===== src/rtl/reg_trace_mon.sv =====
// ---------------------------------------------------------------------------
// reg_trace_mon
//
// Register-file trace monitor. Snoops the register-file write port, mirrors a
// window of CH_N consecutive architectural registers starting at WATCH_BASE
// into shadow copies, and queues a time-stamped record of each qualifying
// write into a show-ahead FIFO drained over a valid/ready handshake.
//
// Ports:
//   clk          clock
//   rst          synchronous reset, active-low
//   en           logging enable (shadows update regardless)
//   clr_ovf      clears ovf / ovf_cnt (wins over a same-cycle drop)
//   wr_en        register-file write strobe
//   wr_addr      register-file write address
//   wr_data      register-file write data
//   shadow       mirrored values, channel k at [k*DATA_W +: DATA_W]
//   trace_valid  FIFO non-empty
//   trace_ready  consumer accepts head entry
//   trace_addr   register index of head entry (0 when empty)
//   trace_data   written value of head entry (0 when empty)
//   trace_cyc    time stamp of head entry (0 when empty)
//   ovf          sticky: at least one entry dropped
//   ovf_cnt      dropped-entry count, saturating at 255
// ---------------------------------------------------------------------------
`timescale 1ns/1ps

module reg_trace_mon #(
  parameter int DATA_W     = 32,
  parameter int ADDR_W     = 5,
  parameter int WATCH_BASE = 27,
  parameter int CH_N       = 3,
  parameter int FIFO_DEPTH = 8,
  parameter int CYC_W      = 16,
  parameter int MODE       = 0
) (
  input  logic                     clk,
  input  logic                     rst,
  input  logic                     en,
  input  logic                     clr_ovf,
  input  logic                     wr_en,
  input  logic [ADDR_W-1:0]        wr_addr,
  input  logic [DATA_W-1:0]        wr_data,
  output logic [CH_N*DATA_W-1:0]   shadow,
  output logic                     trace_valid,
  input  logic                     trace_ready,
  output logic [ADDR_W-1:0]        trace_addr,
  output logic [DATA_W-1:0]        trace_data,
  output logic [CYC_W-1:0]         trace_cyc,
  output logic                     ovf,
  output logic [7:0]               ovf_cnt
);

  localparam int PTR_W = (FIFO_DEPTH > 1) ? $clog2(FIFO_DEPTH) : 1;
  localparam int CNT_W = PTR_W + 1;
  localparam logic [CNT_W-1:0] FULL_CNT = CNT_W'(FIFO_DEPTH);

  typedef struct packed {
    logic [ADDR_W-1:0] addr;
    logic [DATA_W-1:0] data;
    logic [CYC_W-1:0]  cyc;
  } entry_t;

  logic [CYC_W-1:0]  r_cyc;
  logic [DATA_W-1:0] r_shadow [CH_N];
  entry_t            r_mem    [FIFO_DEPTH];
  logic [PTR_W-1:0]  r_wptr;
  logic [PTR_W-1:0]  r_rptr;
  logic [CNT_W-1:0]  r_count;
  logic              r_ovf;
  logic [7:0]        r_ovf_cnt;

  logic [CH_N-1:0]   w_sel;
  logic [DATA_W-1:0] w_cur;
  logic              w_hit;
  logic              w_changed;
  logic              w_push;
  logic              w_pop;
  logic              w_full;
  logic              w_wr;
  logic              w_drop;
  entry_t            w_entry;
  entry_t            w_head;

  // -------------------------------------------------------------------------
  // Channel decode: one-hot select of the watched register being written,
  // plus the shadow value it holds before this write (for change detection).
  // -------------------------------------------------------------------------
  always_comb begin
    // NOTE: every signal driven here gets a default first, so no path leaves
    // it unassigned and no latch is inferred.
    w_sel = '0;
    w_cur = '0;
    for (int k = 0; k < CH_N; k++) begin
      if (wr_en && (wr_addr != '0) &&
          ({1'b0, wr_addr} == (ADDR_W+1)'(WATCH_BASE + k))) begin
        w_sel[k] = 1'b1;
        w_cur    = r_shadow[k];
      end
    end
  end

  assign w_hit     = |w_sel;
  assign w_changed = (w_cur != wr_data);
  assign w_push    = w_hit && en && ((MODE == 0) || w_changed);

  // FIFO control: a push into a full FIFO still lands if the head leaves on
  // the same edge; otherwise it is dropped and counted.
  assign trace_valid = (r_count != '0);
  assign w_full      = (r_count == FULL_CNT);
  assign w_pop       = trace_valid && trace_ready;
  assign w_wr        = w_push && (!w_full || w_pop);
  assign w_drop      = w_push && w_full && !w_pop;

  assign w_entry = '{addr: wr_addr, data: wr_data, cyc: r_cyc};
  assign w_head  = r_mem[r_rptr];

  // Head is forced to zero when empty so stale storage never shows.
  assign trace_addr = trace_valid ? w_head.addr : '0;
  assign trace_data = trace_valid ? w_head.data : '0;
  assign trace_cyc  = trace_valid ? w_head.cyc  : '0;
  assign ovf        = r_ovf;
  assign ovf_cnt    = r_ovf_cnt;

  always_comb begin
    shadow = '0;
    for (int k = 0; k < CH_N; k++) begin
      shadow[k*DATA_W +: DATA_W] = r_shadow[k];
    end
  end

  // -------------------------------------------------------------------------
  // Time stamp and shadow registers
  // -------------------------------------------------------------------------
  always_ff @(posedge clk) begin
    // NOTE: sequential state uses non-blocking assignments so every register
    // samples pre-edge values regardless of statement order.
    if (!rst) begin
      r_cyc <= '0;
      for (int k = 0; k < CH_N; k++) r_shadow[k] <= '0;
    end else begin
      r_cyc <= r_cyc + 1'b1;
      for (int k = 0; k < CH_N; k++) begin
        if (w_sel[k]) r_shadow[k] <= wr_data;
      end
    end
  end

  // -------------------------------------------------------------------------
  // FIFO pointers / occupancy
  // -------------------------------------------------------------------------
  always_ff @(posedge clk) begin
    if (!rst) begin
      r_wptr  <= '0;
      r_rptr  <= '0;
      r_count <= '0;
    end else begin
      if (w_wr)  r_wptr <= r_wptr + 1'b1;
      if (w_pop) r_rptr <= r_rptr + 1'b1;
      case ({w_wr, w_pop})
        2'b10:   r_count <= r_count + 1'b1;
        2'b01:   r_count <= r_count - 1'b1;
        default: r_count <= r_count;
      endcase
    end
  end

  // NOTE: the storage array has no reset; validity is tracked by r_count and
  // the outputs are masked while empty, so clearing the array buys nothing.
  always_ff @(posedge clk) begin
    if (w_wr) r_mem[r_wptr] <= w_entry;
  end

  // -------------------------------------------------------------------------
  // Overflow tracking: clear has priority over a same-cycle drop.
  // -------------------------------------------------------------------------
  always_ff @(posedge clk) begin
    if (!rst) begin
      r_ovf     <= 1'b0;
      r_ovf_cnt <= '0;
    end else if (clr_ovf) begin
      r_ovf     <= 1'b0;
      r_ovf_cnt <= '0;
    end else if (w_drop) begin
      r_ovf <= 1'b1;
      if (r_ovf_cnt != 8'hFF) r_ovf_cnt <= r_ovf_cnt + 8'd1;
    end
  end

endmodule


===== config.mk =====
export PLATFORM = sky130hd
export DESIGN_NAME = reg_trace_mon
export DESIGN_NICKNAME = d
export VERILOG_FILES = /design/src/rtl/reg_trace_mon.sv
export SDC_FILE = /design/constraint.sdc
export NUM_CORES = 1
export LEC_CHECK = 0
export ABC_AREA = 0
export CAP_MARGIN = 20
export CORE_AREA = 5 5 271 273
export DETAILED_ROUTE_END_ITERATION = 8
export DIE_AREA = 0 0 276 278
export PLACE_DENSITY = 0.5
export SLEW_MARGIN = 20
export SYNTH_ARGS = -nofsm -noshare
export SYNTH_HDL_FRONTEND = slang
export SYNTH_SLANG_ARGS = --single-unit

===== constraint.sdc =====
create_clock -name clk -period 8.85 [get_ports clk]
set_input_delay 0.885 -clock clk [delete_from_list [all_inputs] [get_ports clk]]
set_output_delay 0.885 -clock clk [all_outputs]
set_load 0.1 [all_outputs]

==> results of run 1 <==
==> metal layers <==
layer / wire length (microns) / track usage, %
met4: 846 / 2.96
met5: 0 / 0
met1: 21600 / 16.7
met2: 24300 / 21.3
met3: 2270 / 2.88
==> synth_stat cells, drive strengths merged <==
cell type / n
dfxtp: 38
a21o: 3
nor4b: 2
a41o: 1
o21ai: 9
a31o: 1
ha: 6
edfxtp: 520
a21boi: 9
xor2: 2
nor4: 6
nor3: 5
fa: 1
inv: 8
nor2: 68
clkbuf: 26
nand3b: 1
nand2: 23
and4: 2
nand3: 7
buf: 18
a21oi: 3
nor2b: 3
or3: 6
or2: 2
a211oi: 1
nand4: 6
and2: 47
nand2b: 5
mux2i: 57
and3: 6
a21bo: 1
mux4: 106
xnor2: 17
==> sequential cells by signal, summed over array words and instances, names as in the netlist, named ones only <==
name	flops
ovf_cnt	8
r_wptr	3
r_shadow	96
ovf	1
r_count	4
r_rptr	3
r_mem	424
r_cyc	16
==> per-stage QoR <==
stage / cell area [sq um] / cells
floorplan: 21000 / 1016
global placement: 24300 / 2146
detailed placement: 24300 / 2146
CTS: 26300 / 2258
global route: 26300 / 2258
finish: 26300 / 2259
==> power breakdown <==
part           switching [mW]  total, mW  internal [mW]
clock                    1.01       2.49           1.49
combinational            1.88       2.58          0.697
sequential             0.0686       2.99           2.92
==> worst max-delay path, stage by stage (launching register included) <==
cell and delay, ps:
dfxtp_4 860, buf_4 870, mux4_2 370, mux2i_1 70, nor2_1 260, clkdlybuf4s50_1 1200
==> cells by family (layout without fill, tap and decap cells) <==
| logic type | count (synthesis) | count (layout) | share of synthesized area, % |
|---|---|---|---|
| and+or+nand+nor | 189 | 189 | 4.91 |
| muxes | 163 | 163 | 14.1 |
| xor gates and xnor gates | 19 | 19 | 0.791 |
| adders and majority gates | 7 | 7 | 0.452 |
| other | 0 | 1 | 0 |
| buffers and inverters | 52 | 344 | 1.09 |
| AOI/OAI and AO/OA | 28 | 28 | 0.904 |
| DFF | 558 | 558 | 77.8 |
==> path summary, 6_finish.rpt <==
kind / from / endpoint / slack [ps] / cells past startpoint
min: r_rptr[1] / flip-flop / 470 / 2
max: flip-flop / trace_cyc[0] / 3690 / 5
max reg2reg: r_count[0] / r_count[3] / 5720 / 12
min reg2reg: r_rptr[1] / flip-flop / 470 / 2
==> layout make-up <==
class,count,area [sq um]
multi-input combinational,406,4540
clock buffer,81,1620
inverter,8,30.0
sequential,558,16400
antenna,1,2.50
fill,6592,44600
clock inverter,31,345
timing repair buffer,224,2190
tap,950,1190
==> key figures, run 1 <==
Run status
  • Status: finished clean

Timing
  • Period utilization: 58.4%
  • Fmax: 0.194 GHz
  • Worst slew pin tran: 1190 ps
  • Slew margin rel.: 20.7%
  • RSZ-0062 raised after global routing: false
  • PnR worst setup slack: 3690 ps
  • Final worst path period need: 5160 ps
  • Clk_skew: 27.0 ps
  • Setup TNS: 0 ps
  • Final setup violation count: 0
  • Final Slew Violations: 0
  • Final hold slack: 471 ps
  • Fin. Hold Viols: 0

Synth
  • Synth area leader: edfxtp_1
  • Synth top area cells: edfxtp_1 74%, mux4_2 11%, dfxtp_1 3.6%, mux2i_1 2.7%, and2_1 1.4%
  • Post-Syn Nets: 1,066
  • Area share of the largest cell type after synthesis: 74.2%
  • Syn avg cell area: 20.7 sq um
  • Sequential area share after synthesis: 77.8%
  • Synthesis-stage register bit count: 558
  • Synth warn: 0
  • Post-synthesis cell count: 1,016
  • Mapped cell area: 21,000 sq um
  • Cell variety after synth: 44

Cells and area
  • Most common cell after layout, fill and taps aside: edfxtp_1
  • Nets@finish: 1,308
  • Final core utilization: 37.1%
  • Most frequent cells in the layout: 520 x edfxtp_1, 201 x clkdlybuf4s50_1, 106 x mux4_2
  • Synthesis-to-finish area growth: 24.9%
  • Fraction of layout cells with a size suffix above 1: 18.7%

Power and ir drop
  • Pwr/cell area: 306 nW/um^2
  • Maximum VDD drop: 203 uV
  • Final Power: 8.06 mW
  • Leak: 8.11 nW

Setup path
  • Worst path required time: 7970 ps
  • Crit Path Class: reg -> out
  • Worst EP arrival: 4280 ps
  • Critical Path Start Type: flip-flop
  • Worst setup EP type: output port
  • CP max FO: 61

Clock network
  • Clock tree buffer depth: 3
  • Hold buffers post-CTS: 0
  • Postcts setup bufs: 0
  • Worst-Skew Late Latency: 620 ps
  • CTS tree: done
  • H-tree depth: 2
  • Clock tree root buffer cell: clkbuf_16
  • CTS buffer count: 60
  • Num Clock Sinks: 558
  • Clk pin slew, worst setup/hold paths: 60 ps
  • CTS resizes: 0

Die
  • Rows: 98
  • Full die area: 76,700 sq um
  • Die X-Extent: 276 microns
  • Initial Util: 29.7%
  • CORE AREA: 70,900 sq um
  • Height of the die: 278 microns
  • Boundary pin count: 202

Route
  • Post-DRT Antenna Nets: 0
  • Vias: 10,228
  • Final WL: 49.0 mm
  • Vias per cell: 4.53
  • Drt drc: 0
  • Wire per inst: 21.7 microns
  • Iter 0 DRT Violations: 565
  • DRT Pass-1 Iters: 4

Place
  • Global placement routability congestion: 0.676
  • Port bufs: 201
  • Pre-CTS setup slack: 4180 ps
  • Post-DP HPWL: 27.5 mm

Run
  • Max cap viols: 0

Global routing
  • Total global routing overflow: 0
  • Largest net degree at the start of global routing: 62
  • Vias in the first global route: 11,097
  • Total GRT Usage: 12.6%
  • First-pass GRT wire length: 73.4 mm
  • Antenna violations before repair: 1

Worst hold path
  • Hold WC Path Type: reg -> reg
No activity file was read; power rests on OpenSTA's default activity.
==> run 2, diff against run 1 <==
--- a/config.mk
+++ b/config.mk
@@ -10,7 +10,7 @@
 export CORE_AREA = 5 5 271 273
 export DETAILED_ROUTE_END_ITERATION = 8
 export DIE_AREA = 0 0 276 278
-export PLACE_DENSITY = 0.5
+export PLACE_DENSITY = 0.52
 export SLEW_MARGIN = 20
 export SYNTH_ARGS = -nofsm -noshare
 export SYNTH_HDL_FRONTEND = slang
==> constraint.sdc (replaced) <==
create_clock -name clk -period 4.55 [get_ports clk]
set_input_delay 0.455 -clock clk [delete_from_list [all_inputs] [get_ports clk]]
set_output_delay 0.455 -clock clk [all_outputs]
set_load 0.1 [all_outputs]
==> run 2 against run 1 <==
  * Hold slack better by 18 ps
  * Non-clock buffer count is 9 higher
  * Register-to-register slack worse by 4200 ps
  * Combinational power is 98% higher
  * Global-route usage is 0.44 points lower
  * First-iteration DRC count is 0.71% lower
  * Highest routed layer is now met5
  * Die area stayed put
==> key figures, run 2 (same netlist as run 1, synthesis figures left out) <==
Place
  • Port bufs: 201 (unchanged)
  • Post-DP HPWL: 28.3 mm (+3.1%)
  • Pre-CTS setup slack: 889 ps (-3290 ps)
  • Placed insts: 2,155 (+0.42%)
  • Global placement routability congestion: 0.715 (+5.8%)

Route
  • Vias: 10,307 (+0.77%)
  • Drt drc: 0 (unchanged)
  • Final WL: 47.5 mm (-3.2%)
  • DRT Pass-1 Iters: 4 (unchanged)
  • Iter 0 DRT Violations: 561 (-0.71%)
  • Wire per inst: 21.0 microns (-3.4%)
  • Vias per cell: 4.55 (+0.55%)
  • Post-DRT Antenna Nets: 0 (unchanged)

Clock network
  • Clock tree root buffer cell: clkbuf_16
  • Worst-Skew Late Latency: 600 ps (-20 ps)
  • CTS buffer count: 59 (-1.7%)
  • Clk pin slew, worst setup/hold paths: 60 ps (about the same)
  • H-tree depth: 2 (unchanged)
  • CTS resizes: 0 (unchanged)
  • CTS tree: done
  • Clock tree buffer depth: 3 (unchanged)
  • Num Clock Sinks: 558 (unchanged)
  • Hold buffers post-CTS: 0 (unchanged)
  • Postcts setup bufs: 0 (unchanged)

Timing
  • Fin. Hold Viols: 0 (unchanged)
  • Clk_skew: 17.5 ps (-9.53 ps)
  • Final worst path period need: 3920 ps
  • RSZ-0062 raised after global routing: false
  • Final setup violation count: 0 (unchanged)
  • Period utilization: 86.2%
  • Final Slew Violations: 0 (unchanged)
  • Final hold slack: 489 ps (+17.8 ps)
  • PnR worst setup slack: 627 ps (-3060 ps)
  • Worst slew pin tran: 1060 ps (-129 ps)
  • Fmax: 0.255 GHz
  • Slew margin rel.: 29.3% (+8.6 points)

Worst hold path
  • Min-delay src: ovf
  • Hold Crit Depth: 2 (unchanged)
  • Hold endpoint: ovf
  • Hold WC Path Type: reg -> reg

Die
  • Initial Util: 29.7% (unchanged)
  • Full die area: 76,700 sq um (unchanged)
  • Height of the die: 278 microns (unchanged)
  • Die X-Extent: 276 microns (unchanged)
  • CORE AREA: 70,900 sq um (unchanged)
  • Boundary pin count: 202 (unchanged)
  • Rows: 98 (unchanged)

Cells and area
  • N_diodes: 0 (-1)
  • Largest register FFs: 424 (unchanged)
  • Final cell count without fillers: 2,264 (+0.22%)
  • Fraction of layout cells with a size suffix above 1: 20.5% (+1.9 points)
  • Nets@finish: 1,316 (+0.61%)
  • Most common cell after layout, fill and taps aside: edfxtp_1
  • Biggest register: r_mem
  • Register Area: 16,400 sq um (unchanged)
  • Synthesis-to-finish area growth: 25.8%
  • Most frequent cells in the layout: 520 x edfxtp_1, 192 x clkdlybuf4s50_1, 106 x mux4_2
  • Fill cells: 6,581 (-0.17%)
  • Final core utilization: 37.4% (+0.25 points)
  • Top flop regs: r_mem (424), r_shadow (96), r_cyc (16)
  • Area of the multi-input gates: 4550 sq um (+0.33%)

Power and ir drop
  • Share of total power in sequential cells: 36.6% (-0.5 points)
  • Maximum VDD drop: 343 uV (+69%)
  • Gate power share: 32.3% (+0.3 points)
  • P_int: 10.1 mW (+97%)
  • Switch share: 36.2% (-0.48 points)
  • Switching pwr: 5.72 mW (+93%)
  • Leak: 8.21 nW (+1.2%)
  • Final Power: 15.8 mW (+96%)
  • Pwr/cell area: 596 nW/um^2 (+95%)
  • Share of total power in the clock network: 31.1% (+0.2 points)

Global routing
  • First-pass GRT wire length: 71.8 mm (-2.2%)
  • Total GRT Usage: 12.1% (-0.44 points)
  • Total global routing overflow: 0 (unchanged)
  • Vias in the first global route: 11,190 (+0.84%)
  • Largest net degree at the start of global routing: 54 (-13%)
  • Antenna violations before repair: 2 (+1)

Run status
  • Status: finished clean

Setup path
  • Worst path required time: 4090 ps (-3880 ps)
  • Reg2Reg Depth: 11 (-1)
  • CP max FO: 36 (-41%)
  • CP cell instances: buf_12 -> mux4_2 -> mux2i_1 -> nor2_1 -> clkdlybuf4s50_1
  • R2r setup slk: 1560 ps (-4160 ps)
  • Critical R2R Launch: r_count[0]
  • Critical Path Max Stage Delay: 970 ps (-230 ps)
  • Crit Path Class: reg -> out
  • Slowest-stage cell, CP: clkdlybuf4s50_1
  • FF-to-FF End: r_count[3]
  • Worst setup EP type: output port
  • Worst EP arrival: 3470 ps (-810 ps)
  • Critical Path Start Type: flip-flop

Run
  • Max cap viols: 0 (unchanged)
==> run 2: changes by cell type in the layout (fill, tap and decap cells not counted), moves of 2 or more <==
cell / delta
buf_12: +7
buf_4: +12
bufinv_16: +2
clkbuf_1: -9
clkbuf_16: -2
clkbuf_8: +3
clkdlybuf4s50_1: -9
clkinv_1: -2
clkinv_2: +2
clkinvlp_4: +2
inv_6: +2
==> run 2: worst max-delay path: cells and delay by family (launching register included) <==
kind          cells  cell delay (ps)
buf+inv           2             1320
flops             1              580
mux               2              890
simple gates      1               70
==> run 2: worst max path at each step <==
stage	startpoint	endpoint	cells past startpoint
finish	flip-flop	trace_cyc[0]	5
global route	flip-flop	trace_cyc[0]	5
CTS	flip-flop	trace_cyc[0]	5
detailed placement	wr_addr[0]	r_mem[3][41]	7
global placement	wr_addr[0]	r_mem[3][42]	7
floorplan	wr_addr[2]	r_mem[4][0]	4
==> run 2: power by group through the flow <==
stage / combinational (mW) / sequential (mW) / clock (mW)
final: 5.10 / 5.78 / 4.91
after global routing: 5.33 / 5.79 / 5.26
after CTS: 5.20 / 5.78 / 5.04
after detailed placement: 5.19 / 5.89 / 0
after global placement: 5.18 / 5.89 / 0
after floorplan: 3.57 / 6.21 / 0
==> run 2: cell type report <==
cell class                      instances  share of cell area, %
Clock buffer                           73                   5.96
Clock inverter                         36                   1.59
Timing Repair Buffer                  233                   8.75
Multi-Input combinational cell        406                   17.2
Tap cell                              950                   4.49
Sequential cell                       558                   61.9
Inverter                                8                  0.113
==> run 2: routing by layer <==
| layer | GRT usage (%) | vias up | share of wire, % |
|---|---|---|---|
| met4 | 3.18 | 2 | 1.9 |
| met3 | 2.25 | 60 | 5.0 |
| li1 | - | 4579 | - |
| met1 | 16.2 | 5451 | 44 |
| met5 | 0 | - | 0.025 |
| met2 | 20.7 | 215 | 49 |
==> run 2: through the flow <==
step	TNS, ps	cell area [sq um]
after floorplan	-120220	21100
after global placement	0	24500
after detailed placement	0	24500
after CTS	0	26500
after global routing	0	26500
final	0	26500
==> RTL change: new RTL, config.mk and constraints of run 2 <==
The parameter `MODE` goes from 0 to 1.
--- a/src/rtl/reg_trace_mon.sv
+++ b/src/rtl/reg_trace_mon.sv
@@ -32,7 +32,7 @@
   parameter int CH_N       = 3,
   parameter int FIFO_DEPTH = 8,
   parameter int CYC_W      = 16,
-  parameter int MODE       = 0
+  parameter int MODE       = 1
 ) (
   input  logic                     clk,
   input  logic                     rst,
Function: changed (Yosys sat finds a counterexample within 4 cycles, from zero or initial values and one cycle with rst low).
==> RTL change against run 2 <==
Wire length rose by 34%. Design area rose by 6.3%. Sequential cell count did not move. Area after synthesis rose by 8.6%. Worst setup slack improved by 0.13 ns. Sequential share of layout area fell by 3.7 points. Total power fell by 4.5%. Utilization rose by 2.4 points. Critical path type is now primary input to flop.
==> RTL change: results (changes against run 2) <==
status finished clean; synth cell count leaders edfxtp_1 (520), mux4_2 (106), nor2_1 (64), mux2i_1 (58); met3 GRT Util 3.691% (+1.4 points); r2r startpoint r_shadow[0][8]; Synth async-reset ratio 0% (unchanged); placed cells 2414 (+12%); R2R Path End r_count[3]; hpwl dp 41400 µm (+46%); Hold Path Origin wr_addr[1]; Critical Path AT 4.28 ns (+0.81 ns); post-route minimum period 3.798 ns (-0.1251 ns); 1st-pass router iterations 6 (+2); Regs by FF count r_mem: 424 flops, r_shadow: 96 flops, r_cyc: 16 flops; GRT met2 Usage 26.09% (+5.4 points); Remaining Overflow, GRT 0 (unchanged); main area contributors after synthesis edfxtp_1 (68%), mux4_2 (10%), dfxtp_1 (3.3%); met1 Use GR 22.07% (+5.9 points); syn_nets 1318 (+24%); Fin Hold WS 0.4141 ns (-0.07506 ns); initial antenna violation count 5 (+3); Leak 9.249 nW (+13%); Peak VDD IR 0.3781 mV (+10%); min-delay worst type primary input to flop; share of the synthesized area in the top cell type 68.33% (-5.9 points); vias per inst 5.174 (+14%); Place WS 0.1181 ns (-0.7707 ns); most numerous cell in the Yosys netlist edfxtp_1; vias in the first global route 13762 (+23%); per-cell routed wire length 25.16 µm (+20%); share of cells above drive strength 1 21.83% (+1.3 points); GPL Wtd Cong 0.8643 (+21%); Avg Synthesized Cell Area 18.02 µm² (-13%); sequential area share after synthesis 71.66% (-6.1 points); worst reg2reg path depth 15 (+4); Reg clk slew, reported paths 0.06 ns (about the same); largest net degree at the start of global routing 57 (+5.6%); Final Skew 0.02666 ns (+0.009183 ns); DRT iter0 DRCs 1091 (+94%); Synth cell types 70 (+59%); GRT Overall Usage 16.15% (+4.0 points); CTS Buf Count 58 (-1.7%); H-tree Lvls 2 (unchanged); Final Net Count 1574 (+20%); Worst Max-Slew Pin Slew 1.020 ns (-0.03679 ns); Hold Crit Endpoint r_mem[7][49]; EDFF count, synth 520 (unchanged); R2R setup slack 0.81 ns (-0.75 ns); Area after DPL 26380 µm² (+7.8%); total detailed-routing wirelength 63450 µm (+34%); first-pass GRT wire length 94010 µm (+31%); CP Max Fanout 9 (-75%)
[RTL change: logic make-up (layout without fill, tap and decap cells)]
| family | Yosys count | in the layout | synth area share (%) |
|---|---|---|---|
| DFF | 558 | 558 | 71.66 |
| xor gates and xnor gates | 17 | 17 | 0.6516 |
| and+or+nand+nor | 294 | 294 | 7.884 |
| buffers and inverters | 93 | 396 | 2.009 |
| adders and majority gates | 7 | 7 | 0.4161 |
| muxes | 165 | 165 | 13.04 |
| other | 0 | 1 | 0 |
| AOI/OAI and AO/OA | 134 | 134 | 4.347 |
[RTL change: routing by layer]
layer / vias to the layer above / share of wire [%]
met5: - / 0.054
met4: 4 / 2.7
met3: 106 / 7.6
met2: 565 / 47
met1: 6671 / 43
li1: 5702 / -
[RTL change: where the power goes]
part           internal, mW  switching [mW]  total, mW
combinational          1.26            3.49       4.75
sequential             5.68           0.190       5.87
clock                  2.52            1.93       4.44
[RTL change: critical path: stages]
cell and delay [ns]:
clkdlybuf4s50_1 0.65, and3_1 0.42, o21ai_0 0.19, a2111oi_0 0.48
and4_1 0.24, and4_1 0.25, nand4_4 0.17, nand2_2 0.12
nand2_2 0.07, inv_2 0.10, ha_1 0.22, a21o_1 0.18
a21o_1 0.19, and4_1 0.21, nor3_1 0.13, and3b_1 0.19
[RTL change: cell type report]
type | count | area (µm²)
fill | 6497 | 42730
sequential | 558 | 16390
multi-input combinational | 617 | 6162
timing repair buffer | 275 | 2590
clock buffer | 71 | 1510
tap | 950 | 1189
clock inverter | 36 | 254.0
inverter | 14 | 52.55
antenna | 1 | 2.502
[RTL change: worst max path at each step]
stage,startpoint,to,slack [ns],depth (start not counted)
2_1_floorplan,r_shadow[0][9],r_mem[6][0],-0.47,8
3_3_place_gp,wr_addr[1],r_count[3],0.12,18
3_5_place_dp,wr_addr[3],r_count[3],0.12,16
4_1_cts,wr_addr[3],r_count[3],0.75,16
5_1_grt,wr_addr[3],r_count[3],0.56,16
6_report,wr_addr[3],r_count[3],0.75,16
